$ cat src/rtl/decode_pkg.sv
// Shared types and constants for the RV32I decode stage.
// Optional build macro used by decode_stage: DECODE_PERF_EN (pop/illegal counters).
package decode_pkg;

   typedef enum logic [3:0] {
      T_NONE    = 4'b0000,
      T_LOAD    = 4'b0001,
      T_STORE   = 4'b0010,
      T_RALU    = 4'b0011,
      T_IALU    = 4'b0100,
      T_BRANCH  = 4'b0101,
      T_JAL     = 4'b0110,
      T_JALR    = 4'b0111,
      T_LUI     = 4'b1000,
      T_AUIPC   = 4'b1001,
      T_FENCE   = 4'b1010,
      T_SYSTEM  = 4'b1011,
      T_ILLEGAL = 4'b1111
   } inst_type_e;

   typedef enum logic [2:0] {
      IMM_I   = 3'b000,
      IMM_S   = 3'b001,
      IMM_R   = 3'b010,
      IMM_B   = 3'b011,
      IMM_J   = 3'b100,
      IMM_U   = 3'b101,
      IMM_INV = 3'b111
   } imm_type_e;

   localparam logic [6:0] OP_LOAD   = 7'b0000011;
   localparam logic [6:0] OP_STORE  = 7'b0100011;
   localparam logic [6:0] OP_RALU   = 7'b0110011;
   localparam logic [6:0] OP_IALU   = 7'b0010011;
   localparam logic [6:0] OP_BRANCH = 7'b1100011;
   localparam logic [6:0] OP_JAL    = 7'b1101111;
   localparam logic [6:0] OP_JALR   = 7'b1100111;
   localparam logic [6:0] OP_LUI    = 7'b0110111;
   localparam logic [6:0] OP_AUIPC  = 7'b0010111;
   localparam logic [6:0] OP_FENCE  = 7'b0001111;
   localparam logic [6:0] OP_SYSTEM = 7'b1110011;

   // Decoded bundle. The immediate is kept sign-extended to 32 bits (every
   // RV32I immediate fits); the stage widens it to XLEN. The pc travels
   // beside the bundle because its width is a stage parameter.
   typedef struct packed {
      inst_type_e  inst_type;
      imm_type_e   imm_type;
      logic [4:0]  rd;
      logic [4:0]  rs1;
      logic [4:0]  rs2;
      logic [2:0]  func3;
      logic [6:0]  func7;
      logic [31:0] imm;
      logic        illegal;
   } decoded_t;

   localparam decoded_t DEC_RST = '{
      inst_type: T_NONE, imm_type: IMM_INV, rd: 5'd0, rs1: 5'd0, rs2: 5'd0,
      func3: 3'd0, func7: 7'd0, imm: 32'd0, illegal: 1'b0};

endpackage

$ cat src/rtl/rv32i_decode_comb.sv
// Purely combinational RV32I decoder: raw instruction to decoded bundle.
module rv32i_decode_comb
   import decode_pkg::*;
(
   input  logic [31:0] instr,
   output decoded_t    dec
);

   logic [6:0]  opc;
   logic [2:0]  f3;
   logic [6:0]  f7;
   logic [31:0] imm_i, imm_s, imm_b, imm_j, imm_u;
   logic        ill;

   assign opc   = instr[6:0];
   assign f3    = instr[14:12];
   assign f7    = instr[31:25];
   assign imm_i = {{20{instr[31]}}, instr[31:20]};
   assign imm_s = {{20{instr[31]}}, instr[31:25], instr[11:7]};
   assign imm_b = {{19{instr[31]}}, instr[31], instr[7], instr[30:25], instr[11:8], 1'b0};
   assign imm_j = {{11{instr[31]}}, instr[31], instr[19:12], instr[20], instr[30:21], 1'b0};
   assign imm_u = {instr[31:12], 12'b0};

   // Field extraction per format, then collapse to the illegal bundle
   always_comb begin
      dec          = DEC_RST;
      dec.imm_type = IMM_R;
      ill          = 1'b0;
      case (opc)
         OP_LOAD: begin
            dec.inst_type = T_LOAD;   dec.imm_type = IMM_I;
            dec.rd = instr[11:7]; dec.rs1 = instr[19:15]; dec.func3 = f3; dec.imm = imm_i;
            ill = (f3 == 3'b011) || (f3 == 3'b110) || (f3 == 3'b111);
         end
         OP_STORE: begin
            dec.inst_type = T_STORE;  dec.imm_type = IMM_S;
            dec.rs1 = instr[19:15]; dec.rs2 = instr[24:20]; dec.func3 = f3; dec.imm = imm_s;
            ill = (f3 > 3'b010);
         end
         OP_RALU: begin
            dec.inst_type = T_RALU;   dec.imm_type = IMM_R;
            dec.rd = instr[11:7]; dec.rs1 = instr[19:15]; dec.rs2 = instr[24:20];
            dec.func3 = f3; dec.func7 = f7;
            ill = !((f7 == 7'b0000000) ||
                    ((f7 == 7'b0100000) && ((f3 == 3'b000) || (f3 == 3'b101))));
         end
         OP_IALU: begin
            dec.inst_type = T_IALU;   dec.imm_type = IMM_I;
            dec.rd = instr[11:7]; dec.rs1 = instr[19:15]; dec.func3 = f3; dec.imm = imm_i;
            if (f3 == 3'b001) begin
               dec.func7 = f7;
               ill = (f7 != 7'b0000000);
            end else if (f3 == 3'b101) begin
               dec.func7 = f7;
               ill = (f7 != 7'b0000000) && (f7 != 7'b0100000);
            end
         end
         OP_BRANCH: begin
            dec.inst_type = T_BRANCH; dec.imm_type = IMM_B;
            dec.rs1 = instr[19:15]; dec.rs2 = instr[24:20]; dec.func3 = f3; dec.imm = imm_b;
            ill = (f3 == 3'b010) || (f3 == 3'b011);
         end
         OP_JAL: begin
            dec.inst_type = T_JAL;    dec.imm_type = IMM_J;
            dec.rd = instr[11:7]; dec.imm = imm_j;
         end
         OP_JALR: begin
            dec.inst_type = T_JALR;   dec.imm_type = IMM_I;
            dec.rd = instr[11:7]; dec.rs1 = instr[19:15]; dec.func3 = f3; dec.imm = imm_i;
            ill = (f3 != 3'b000);
         end
         OP_LUI: begin
            dec.inst_type = T_LUI;    dec.imm_type = IMM_U;
            dec.rd = instr[11:7]; dec.imm = imm_u;
         end
         OP_AUIPC: begin
            dec.inst_type = T_AUIPC;  dec.imm_type = IMM_U;
            dec.rd = instr[11:7]; dec.imm = imm_u;
         end
         OP_FENCE: begin
            dec.inst_type = T_FENCE;  dec.imm_type = IMM_I;
            dec.rd = instr[11:7]; dec.rs1 = instr[19:15]; dec.func3 = f3; dec.imm = imm_i;
         end
         OP_SYSTEM: begin
            dec.inst_type = T_SYSTEM; dec.imm_type = IMM_I;
            dec.rd = instr[11:7]; dec.rs1 = instr[19:15]; dec.func3 = f3; dec.imm = imm_i;
         end
         default: ill = 1'b1;
      endcase
      if (instr[1:0] != 2'b11) ill = 1'b1;
      if (ill) begin
         dec           = '0;
         dec.inst_type = T_ILLEGAL;
         dec.imm_type  = IMM_INV;
         dec.illegal   = 1'b1;
      end
   end

endmodule

$ cat src/rtl/decode_stage.sv
// Registered RV32I decode stage with a main entry plus a skid entry so fetch
// can stream one instruction per cycle under backpressure.
// Optional build macro: DECODE_PERF_EN adds perf_decoded / perf_illegal.
module decode_stage
   import decode_pkg::*;
#(
   parameter int XLEN = 32,
   parameter int PC_W = XLEN
)(
   input  logic            clk,
   input  logic            rst,
   input  logic            flush,
   input  logic            in_valid,
   output logic            in_ready,
   input  logic [31:0]     in_instr,
   input  logic [PC_W-1:0] in_pc,
   output logic            out_valid,
   input  logic            out_ready,
   output logic [PC_W-1:0] out_pc,
   output logic [3:0]      out_inst_type,
   output logic [2:0]      out_imm_type,
   output logic [4:0]      out_rd,
   output logic [4:0]      out_rs1,
   output logic [4:0]      out_rs2,
   output logic [2:0]      out_func3,
   output logic [6:0]      out_func7,
   output logic [XLEN-1:0] out_imm,
`ifdef DECODE_PERF_EN
   output logic [31:0]     perf_decoded,
   output logic [31:0]     perf_illegal,
`endif
   output logic            out_illegal
);

   decoded_t        dec, main_q, skid_q;
   logic [PC_W-1:0] main_pc, skid_pc;
   logic            main_v, skid_v;
   logic            accept, pop;

   rv32i_decode_comb u_dec (.instr(in_instr), .dec(dec));

   // The skid entry is only ever filled while main is stalled, so a full skid
   // is exactly the condition for refusing new input.
   assign in_ready = !skid_v && !rst;
   assign accept   = in_valid && in_ready && !flush;
   assign pop      = main_v && out_ready;

   // Main/skid storage; skid drains into main before new input is taken
   always_ff @(posedge clk) begin
      if (rst) begin
         main_v  <= 1'b0;
         skid_v  <= 1'b0;
         main_q  <= DEC_RST;
         skid_q  <= DEC_RST;
         main_pc <= '0;
         skid_pc <= '0;
      end else if (flush) begin
         main_v <= 1'b0;
         skid_v <= 1'b0;
      end else if (skid_v) begin
         if (pop) begin
            main_q  <= skid_q;
            main_pc <= skid_pc;
            skid_v  <= 1'b0;
         end
      end else if (accept) begin
         if (!main_v || pop) begin
            main_q  <= dec;
            main_pc <= in_pc;
            main_v  <= 1'b1;
         end else begin
            skid_q  <= dec;
            skid_pc <= in_pc;
            skid_v  <= 1'b1;
         end
      end else if (pop) begin
         main_v <= 1'b0;
      end
   end

   assign out_valid     = main_v;
   assign out_pc        = main_pc;
   assign out_inst_type = main_q.inst_type;
   assign out_imm_type  = main_q.imm_type;
   assign out_rd        = main_q.rd;
   assign out_rs1       = main_q.rs1;
   assign out_rs2       = main_q.rs2;
   assign out_func3     = main_q.func3;
   assign out_func7     = main_q.func7;
   assign out_illegal   = main_q.illegal;

   generate
      if (XLEN == 32) begin : g_imm32
         assign out_imm = main_q.imm;
      end else begin : g_immw
         assign out_imm = {{(XLEN-32){main_q.imm[31]}}, main_q.imm};
      end
   endgenerate

`ifdef DECODE_PERF_EN
   // Saturating pop counters; flush does not touch them
   always_ff @(posedge clk) begin
      if (rst) begin
         perf_decoded <= '0;
         perf_illegal <= '0;
      end else if (pop) begin
         if (perf_decoded != '1) perf_decoded <= perf_decoded + 32'd1;
         if (main_q.illegal && (perf_illegal != '1)) perf_illegal <= perf_illegal + 32'd1;
      end
   end
`endif

endmodule
$ cat config.mk
export PLATFORM = sky130hd
export DESIGN_NAME = decode_stage
export DESIGN_NICKNAME = d
export VERILOG_FILES = /design/src/rtl/decode_pkg.sv /design/src/rtl/rv32i_decode_comb.sv /design/src/rtl/decode_stage.sv
export SDC_FILE = /design/constraint.sdc
export NUM_CORES = 1
export LEC_CHECK = 0
export ABC_AREA = 0
export BUFFER_PORTS_ARGS = -buffer_cell sky130_fd_sc_hd__buf_2
export CAP_MARGIN = 5
export CORE_AREA = 2 2 149 151
export CTS_BUF_LIST = sky130_fd_sc_hd__clkbuf_16
export DETAILED_ROUTE_END_ITERATION = 10
export DIE_AREA = 0 0 151 153
export GPL_TIMING_DRIVEN = 0
export PLACE_DENSITY = 0.58
export SYNTH_ARGS = -nofsm -noshare
export SYNTH_HDL_FRONTEND = slang
export SYNTH_SLANG_ARGS = --single-unit
$ cat constraint.sdc
create_clock -name clk -period 6.8 [get_ports clk]
set_clock_uncertainty 0.2 [all_clocks]
set_input_delay 2.04 -clock clk [delete_from_list [all_inputs] [get_ports clk]]
set_output_delay 2.04 -clock clk [all_outputs]
set_load 0.02 [all_outputs]
# Yosys cells after proc, flatten, opt, wreduce, memory -nomap -nowiden
# Cells that the tools add are included.
# classes
n_lt_le_gt_ge	1
eq_ne	22
mux	29
bitwise_logic	3
n_reduce_logical	34
# ops
cell	count
65-bit 2-to-1 mux	5
32-bit case mux with 5 select lines	1
32-bit 2-to-1 mux	4
7-bit case mux with 11 select lines	1
7-bit by 6-bit == test with 1-bit output, second input constant	4
7-bit == test, second input constant	4
5-bit 2-to-1 mux	3
7-bit by 5-bit == test with 1-bit output, second input constant	2
7-bit 2-to-1 mux	2
7-bit case mux with 2 select lines	1
1-bit 2-to-1 mux	10
5-bit OR reduction	2
3-bit == test, second input constant	3
9-bit OR reduction	1
4-bit AND reduction	2
8-bit OR reduction	1
7-bit by 2-bit == test with 1-bit output, second input constant	1
7-bit by 4-bit == test with 1-bit output, second input constant	1
7-bit logical NOT	1
7-bit by 6-bit != test with 1-bit output, second input constant	1
1-bit case mux with 7 select lines	1
7-bit nonzero test	1
3-bit by 2-bit == test with 1-bit output, second input constant	2
1-bit logical AND	6
14 further kinds	29
# word_totals
register_bits	196
input_bits	69
output_inout_bits	99
word_cells	111

# Logic depth before layout (Yosys ltp)
# Gate-level depths: netlist of the first run.
# depth
depth_word	11
mapped_depth	9
mapped_depth_nobuf	6

# By module
# Synthesis of the first run repeated with hierarchy kept, for this count alone.
# hier_totals
hier_cells	1215
hier_area_um2	10272.4
# by_module_without_submodules
module	n_inst	cells_each	area_each_um2	seq_area_each_um2
decode_stage	1	985	8948.6	3923.8
rv32i_decode_comb	1	230	1323.8	0.0

# Worst setup path after synthesis of the first run
# Ideal clock, no wire load.
# synth_timing
path_kind	input to output
startpoint	input rst
endpoint	output in_ready
arrival_ns	2.719
required_time_ns	4.560
setup_slack_ns	1.841
stages	3
path_buffers	2
cell_sequence	clkbuf_1 > clkbuf_1 > nor2_1
# synth_between
elab_chain_len	2
# synth_rtl
element	line_no	rtl
from (decl)	decode_stage.sv:11	input logic rst,
1-bit logical NOT	decode_stage.sv:44	assign in_ready = !skid_v && !rst;
1-bit logical AND	decode_stage.sv:44	
to (decl)	decode_stage.sv:14	output logic in_ready,
# No other way between the ends.

# Worst setup path in the final report of the first run
# Ends and elaborated chain as after synthesis.

==> results of run 1 <==
kinds of logic (layout without fill, tap and decap cells):
logic type,Yosys count,count (layout)
muxes,34,34
DFF,196,196
buffers and inverters,99,296
xor gates and xnor gates,1,1
AOI/OAI and AO/OA,315,315
and+or+nand+nor,360,360
routing by layer:
metal	GRT usage, %	vias up	share of wire (%)
met2	39.91	284	45
li1	-	4001	-
met1	36.08	3988	46
met5	0	-	0
met4	7.877	0	2.0
met3	5.194	39	6.7
area by class of cell:
class	instances	area [um2]
timing repair buffer	165	825.8
clock inverter	15	196.4
multi-input combinational	710	4088
sequential	196	3924
buffer	94	445.4
clock buffer	17	425.4
tap	280	350.3
inverter	5	18.77
fill	2212	11210
report_power, final:
| group | internal [mW] | switching [mW] | total (mW) | leakage, nW |
|---|---|---|---|---|
| Clock | 0.562 | 0.505 | 1.07 | 0.300 |
| Sequential | 1.17 | 0.0133 | 1.18 | 1.59 |
| Combinational | 0.0831 | 0.182 | 0.265 | 2.02 |
through the flow:
step,instance area (um2),worst slack (ns),power [mW],utilization [%],hold slack (ns)
after detailed placement,9652,1.009,1.473,44.92,0.2412
after floorplan,8476,1.841,1.360,-,0.2168
after global routing,10270,0.9175,2.600,47.82,0.2687
final,10270,0.9690,2.516,47.82,0.2476
after global placement,9652,1.019,1.473,44.92,0.2287
after CTS,10270,1.008,2.524,47.82,0.2530
cell usage after synthesis (2+ instances only):
cell | n | area, um2
and3_1 | 32 | 200.2
a22oi_1 | 5 | 37.54
a22o_1 | 20 | 175.2
buf_6 | 6 | 67.56
nand4_1 | 18 | 112.6
nor3b_1 | 8 | 60.06
buf_1 | 6 | 22.52
nor2b_1 | 5 | 31.28
nor3_2 | 6 | 60.06
o31a_1 | 5 | 43.79
o31a_2 | 8 | 80.08
inv_1 | 5 | 18.77
o22ai_1 | 14 | 87.58
and2_1 | 2 | 12.51
mux2i_1 | 33 | 330.3
dlygate4sd1_1 | 4 | 35.03
a21boi_0 | 2 | 15.01
buf_2 | 5 | 25.02
or2_2 | 2 | 12.51
clkbuf_1 | 70 | 262.8
nor4_1 | 4 | 25.02
nand3_1 | 31 | 155.2
nand2b_1 | 8 | 50.05
nand3b_1 | 3 | 22.52
dfxtp_1 | 196 | 3924
a21oi_1 | 134 | 670.6
or3_1 | 2 | 12.51
o2bb2ai_1 | 13 | 113.9
a2111oi_0 | 6 | 52.55
a211oi_1 | 47 | 352.8
nor2_1 | 92 | 345.3
nand2_1 | 124 | 465.5
o21ai_0 | 35 | 175.2
a32oi_1 | 8 | 70.07
nor3_1 | 16 | 80.08
a31oi_1 | 9 | 56.30
or4_4 | 2 | 22.52
o21a_1 | 3 | 22.52
worst max-delay path, cell delays in order:
cell and delay (ns):
buf_2 0.14, clkbuf_1 0.50, clkbuf_1 0.58, nor2_1 0.13
buf_2 0.20
worst min path at each step:
stage / start / cells past startpoint / to
final: out_func7[1]$_SDFFE_PP0P_ / 2 / out_func7[1]$_SDFFE_PP0P_
after global routing: skid_q[9]$_SDFFE_PP0P_ / 2 / skid_q[9]$_SDFFE_PP0P_
after CTS: skid_q[11]$_SDFFE_PP0P_ / 2 / skid_q[11]$_SDFFE_PP0P_
after detailed placement: skid_q[6]$_SDFFE_PP0P_ / 2 / skid_q[6]$_SDFFE_PP0P_
after global placement: skid_q[12]$_SDFFE_PP0P_ / 2 / skid_q[12]$_SDFFE_PP0P_
after floorplan: skid_q[12]$_SDFFE_PP0P_ / 2 / skid_q[12]$_SDFFE_PP0P_
layout by cell type (no fill, tap or decap), types with 14 or more instances in the layout:
| cell type | n |
|---|---|
| a211oi_1 | 47 |
| a21oi_1 | 134 |
| a22o_1 | 20 |
| and3_1 | 32 |
| buf_2 | 170 |
| clkbuf_1 | 70 |
| clkbuf_16 | 17 |
| dfxtp_1 | 196 |
| mux2i_1 | 33 |
| nand2_1 | 124 |
| nand3_1 | 31 |
| nand4_1 | 18 |
| nor2_1 | 92 |
| nor3_1 | 16 |
| o21ai_0 | 35 |
| o22ai_1 | 14 |
state kept, by name, summed over array words and instances (netlist names), 5 cells and up:
signal / count
out_imm: 32
out_rs1: 5
out_func7: 7
skid_pc: 32
out_rd: 5
skid_q: 65
out_rs2: 5
out_pc: 32
==> flow_summary.toml, run 1 <==
[pwr]
power_density_nw_per_um2 = 244.9
p_leak_nw = 3.904
ir_worst_vdd_uv = 162.1

[die]
start_util_pct = 39.45
core_um2 = 21490
chipWidth_um = 151
die_h_um = 153
dieArea_um2 = 23100
rows = 54
ios = 168

[cts]
cts_tree = "yes"
clk_pin_slew_ns = 0.07
post_cts_buffers = 0
clockBufferDepth = 2
h-tree-depth = 4
cts_resized = 0
cts_made_buffers = 17
cts_sinks = 196
clk_latency_ns = 0.44
cts-root-buf = "clkbuf_16"
cts_hold_buf = 0

[detailed_routing]
drc = 0
dr_total_vias = 8312
drtIter0Drc = 612
wl_um = 29700
viasPerCell = 5.609
post_drt_wl_per_cell_um = 20.04
drtAntennaViolNets = 0
firstDrtPassIters = 5

[sta]
worstMarginPinSlew_ns = 0.9896
fmax_ghz = 0.1715
fin_crit_ns = 5.831
post-route-period-util_pct = 85.75
setup_viol = 0
final_max_slew_viol_count = 0
setup-tns-final_ns = 0
slew_headroom_pct = 33.52
hold_viol_final = 0
rsz0062_at_grt = "false"

[global_route]
overflow = 0
antenna_found_initial = 0
groute.usage.overall_pct = 25.76
first_global_vias = 7822
grt_pass1_wl_um = 45770
grt_max_degree = 20

[run]
cap_violations = 0

[yosys]
synthCells = 1005
postSynthNetCount = 1074
synthMuxAreaShare_pct = 4.030
yosysWarnings = 0
synth_top_family_by_area = "compound AO/OA/AOI/OAI gates"
ys_seq_area_share_pct = 46.29
synth_edf_count = 0
ys_seq_elements = 196
synthSimpleGateAreaFrac_pct = 20.42
synth_xor_area_share_pct = 0.1033
synth_compound_area_share_pct = 23.68
synthDistinctLibCells = 54
yosys.area_share.adder_pct = 0
syn_area_um2 = 8476
postSynthAreaPerCell_um2 = 8.433
ys.flop_type = "dfxtp_1"
synthArstFlopShare_pct = 0

[place]
gp_congestion = 0.9563
placedCellCount = 1450
io_buffers = 165
hpwl_um = 21850

[critical_path]
required_ns = 4.56
worst-setup-path-type = "in -> out"
r2r_start = "skid_v$_SDFF_PP0_"
start_kind = "primary input"
cp-endpoint = "in_ready"
arrival_ns = 3.59
r2r-end = "out_inst_type[2]$_SDFFE_PP0P_"
end_kind = "output pin"
critPathMaxFanout = 10
r2r_cells = 8
r2r_slack_ns = 3.33
crit_start = "rst"

[worst_hold_path]
hp-class = "reg -> reg"

[cells_and_area]
drive_gt1_share_pct = 19.05
nets = 1258
fin_cells = 1482
n_antenna_cell = 0
syn_to_final_growth_pct = 21.21

[run_status]
status = "completed"
Note: power is estimated with default switching activity, not from simulation.
==> run 2: changes to the inputs <==
Settings changed: ABC_AREA 0 to 1, CORE_AREA 2 2 149 151 to 2 2 150 152, DIE_AREA 0 0 151 153 to 0 0 152 154.
==> flow_summary.toml, run 2 <==
[yosys]
synth_top_family_by_area = "compound AO/OA/AOI/OAI gates"
yosys.area_share.adder_pct = 0
synth_xor_area_share_pct = 0
syn_area_um2 = 8588
ys_seq_elements = 196
synth.most_common_cell = "nand2_1"
ys_seq_area_share_pct = 45.69
synthSimpleGateAreaFrac_pct = 22.38
yosysWarnings = 0
postSynthNetCount = 1286
ys.flop_type = "dfxtp_1"
yosys-top-cells-area = "dfxtp_1 46%, o21ai_0 11%, a21oi_1 10%"
synthCells = 1217
synthArstFlopShare_pct = 0
synthMuxAreaShare_pct = 0
synthDistinctLibCells = 25
postSynthAreaPerCell_um2 = 7.057
synth_edf_count = 0
yosysTopAreaCell = "dfxtp_1"
ys_top_cells_by_count = "223 x nand2_1, 196 x dfxtp_1, 195 x o21ai_0, 176 x a21oi_1, 125 x nor2_1"
synth_compound_area_share_pct = 24.91
synth_top_area_share_pct = 45.69

[cts]
cts_tree = "yes"
cts_hold_buf = 0
cts_sinks = 196
clk_latency_ns = 0.44
post_cts_buffers = 0
cts_resized = 0
h-tree-depth = 4
cts-root-buf = "clkbuf_16"
clockBufferDepth = 2
clk_pin_slew_ns = 0.07
cts_made_buffers = 17

[critical_path]
cpMaxStageDelayCell = "clkbuf_1"
path_cells = "buf_2, clkbuf_1, nor2_1, buf_2"
path_buf_inv = 3
path_delay_family = "buffers and inverters"
arrival_ns = 2.88
slowest_delay_ns = 0.40
worst_path_most_repeated_cell = "buf_2"
required_ns = 4.56
start_kind = "primary input"
worst-setup-path-type = "in -> out"
end_kind = "output pin"
critPathMaxFanout = 10

[place]
io_buffers = 167
hpwl_um = 22060
gp_congestion = 0.9232
dpl-instance-area_um2 = 9774

[die]
ios = 168
die_h_um = 154
rows = 54
dieArea_um2 = 23410
start_util_pct = 39.60
core_um2 = 21690
chipWidth_um = 152

[detailed_routing]
drtAntennaViolNets = 0
drtIter0Drc = 813
wl_um = 30370
dr_total_vias = 9154
viasPerCell = 5.394
firstDrtPassIters = 7
drc = 0
post_drt_wl_per_cell_um = 17.90

[global_route]
grt.busiest_layer = "met2"
grt_use_met2_pct = 40.52
grt_pass1_wl_um = 47710
grt_max_degree = 19
first_global_vias = 8523
use_met1_pct = 35.46
overflow = 0
groute.usage.overall_pct = 25.59
grt_util_met3_pct = 5.017
antenna_found_initial = 1

[pwr]
p_leak_nw = 4.691
intPower_mw = 1.824
ir_worst_vdd_uv = 153.7
p_sw_uw = 647.2
power_density_nw_per_um2 = 237.7
clkPwrFrac_pct = 43.9
seq_power_share_pct = 47.9
combPwrFrac_pct = 8.2
sw_frac_of_total_pct = 26.19

[sta]
setup_viol = 0
fin_crit_ns = 5.124
hold_viol_final = 0
slew_headroom_pct = 42.60
fmax_ghz = 0.1952
final_max_slew_viol_count = 0
post-route-period-util_pct = 75.35
worstMarginPinSlew_ns = 0.8611
setup-tns-final_ns = 0
rsz0062_at_grt = "false"

[run]
cap_violations = 0

[worst_hold_path]
hp-class = "reg -> reg"

[cells_and_area]
nets = 1472
fill_cells = 2300
postLayoutCellArea_um2 = 10390
largest-register = "skid_q"
drive_gt1_share_pct = 16.31
layout_common_cells = "223 x nand2_1, 196 x dfxtp_1, 195 x o21ai_0"
syn_to_final_growth_pct = 21.02
multi_input_area_um2 = 4061
largest_reg_flops = 65
layout_commonest_cell = "nand2_1"
regArea_um2 = 3924

[run_status]
status = "completed"
-- run 2: area by class of cell --
cell class,instances,area share [%]
multi-input combinational,878,39.08
sequential,196,37.75
timing repair buffer,167,8.041
buffer,99,4.213
clock buffer,17,4.093
tap,280,3.371
clock inverter,15,1.842
inverter,44,1.589
antenna,1,0.02408
-- run 2: per-stage QoR --
stage	cells	hold slack (ns)	power, mW	utilization (%)	worst slack, ns
after floorplan	1217	0.2194	1.318	-	2.040
after global placement	1664	0.2268	1.409	45.07	1.689
after detailed placement	1664	0.2319	1.410	45.07	1.685
after CTS	1696	0.2413	2.477	47.91	1.679
after global routing	1697	0.2641	2.544	47.92	1.610
final	1697	0.2416	2.471	47.92	1.676
-- run 2: cell families after synthesis --
family / count (synthesis)
simple gates: 463
compound gates: 415
flops: 196
buf+inv: 143
-- run 2: tightest hold or removal path: cells and delay by family, from the launching register on --
family	cells	cell delay [ns]
DFF	1	0.31
and+or+nand+nor	2	0.09
-- run 2: worst paths after layout --
| path | start | endpoint | slack (ns) | cells after the start |
|---|---|---|---|---|
| hold reg to reg | skid_q[37]$_SDFFE_PP0P_ | skid_q[37]$_SDFFE_PP0P_ | 0.24 | 2 |
| setup reg to reg | skid_v$_SDFF_PP0_ | out_rs2[1]$_SDFFE_PP0P_ | 3.66 | 9 |
| hold / removal | skid_q[37]$_SDFFE_PP0P_ | skid_q[37]$_SDFFE_PP0P_ | 0.24 | 2 |
| setup / recovery | rst | in_ready | 1.68 | 4 |
-- run 2: layer usage --
| layer | part of all wire (%) | wire (um) |
|---|---|---|
| met5 | 0 | 0 |
| met4 | 1.9 | 580 |
| met3 | 6.2 | 1872 |
| met2 | 46 | 13930 |
| met1 | 46 | 13990 |
-- run 2: power by group through the flow --
| stage | clock network (mW) | registers, mW | logic, mW |
|---|---|---|---|
| CTS | 1.09 | 1.18 | 0.201 |
| global placement | 0 | 1.21 | 0.199 |
| detailed placement | 0 | 1.21 | 0.200 |
| floorplan | 0 | 1.23 | 0.0835 |
| global route | 1.14 | 1.19 | 0.220 |
| finish | 1.09 | 1.18 | 0.201 |
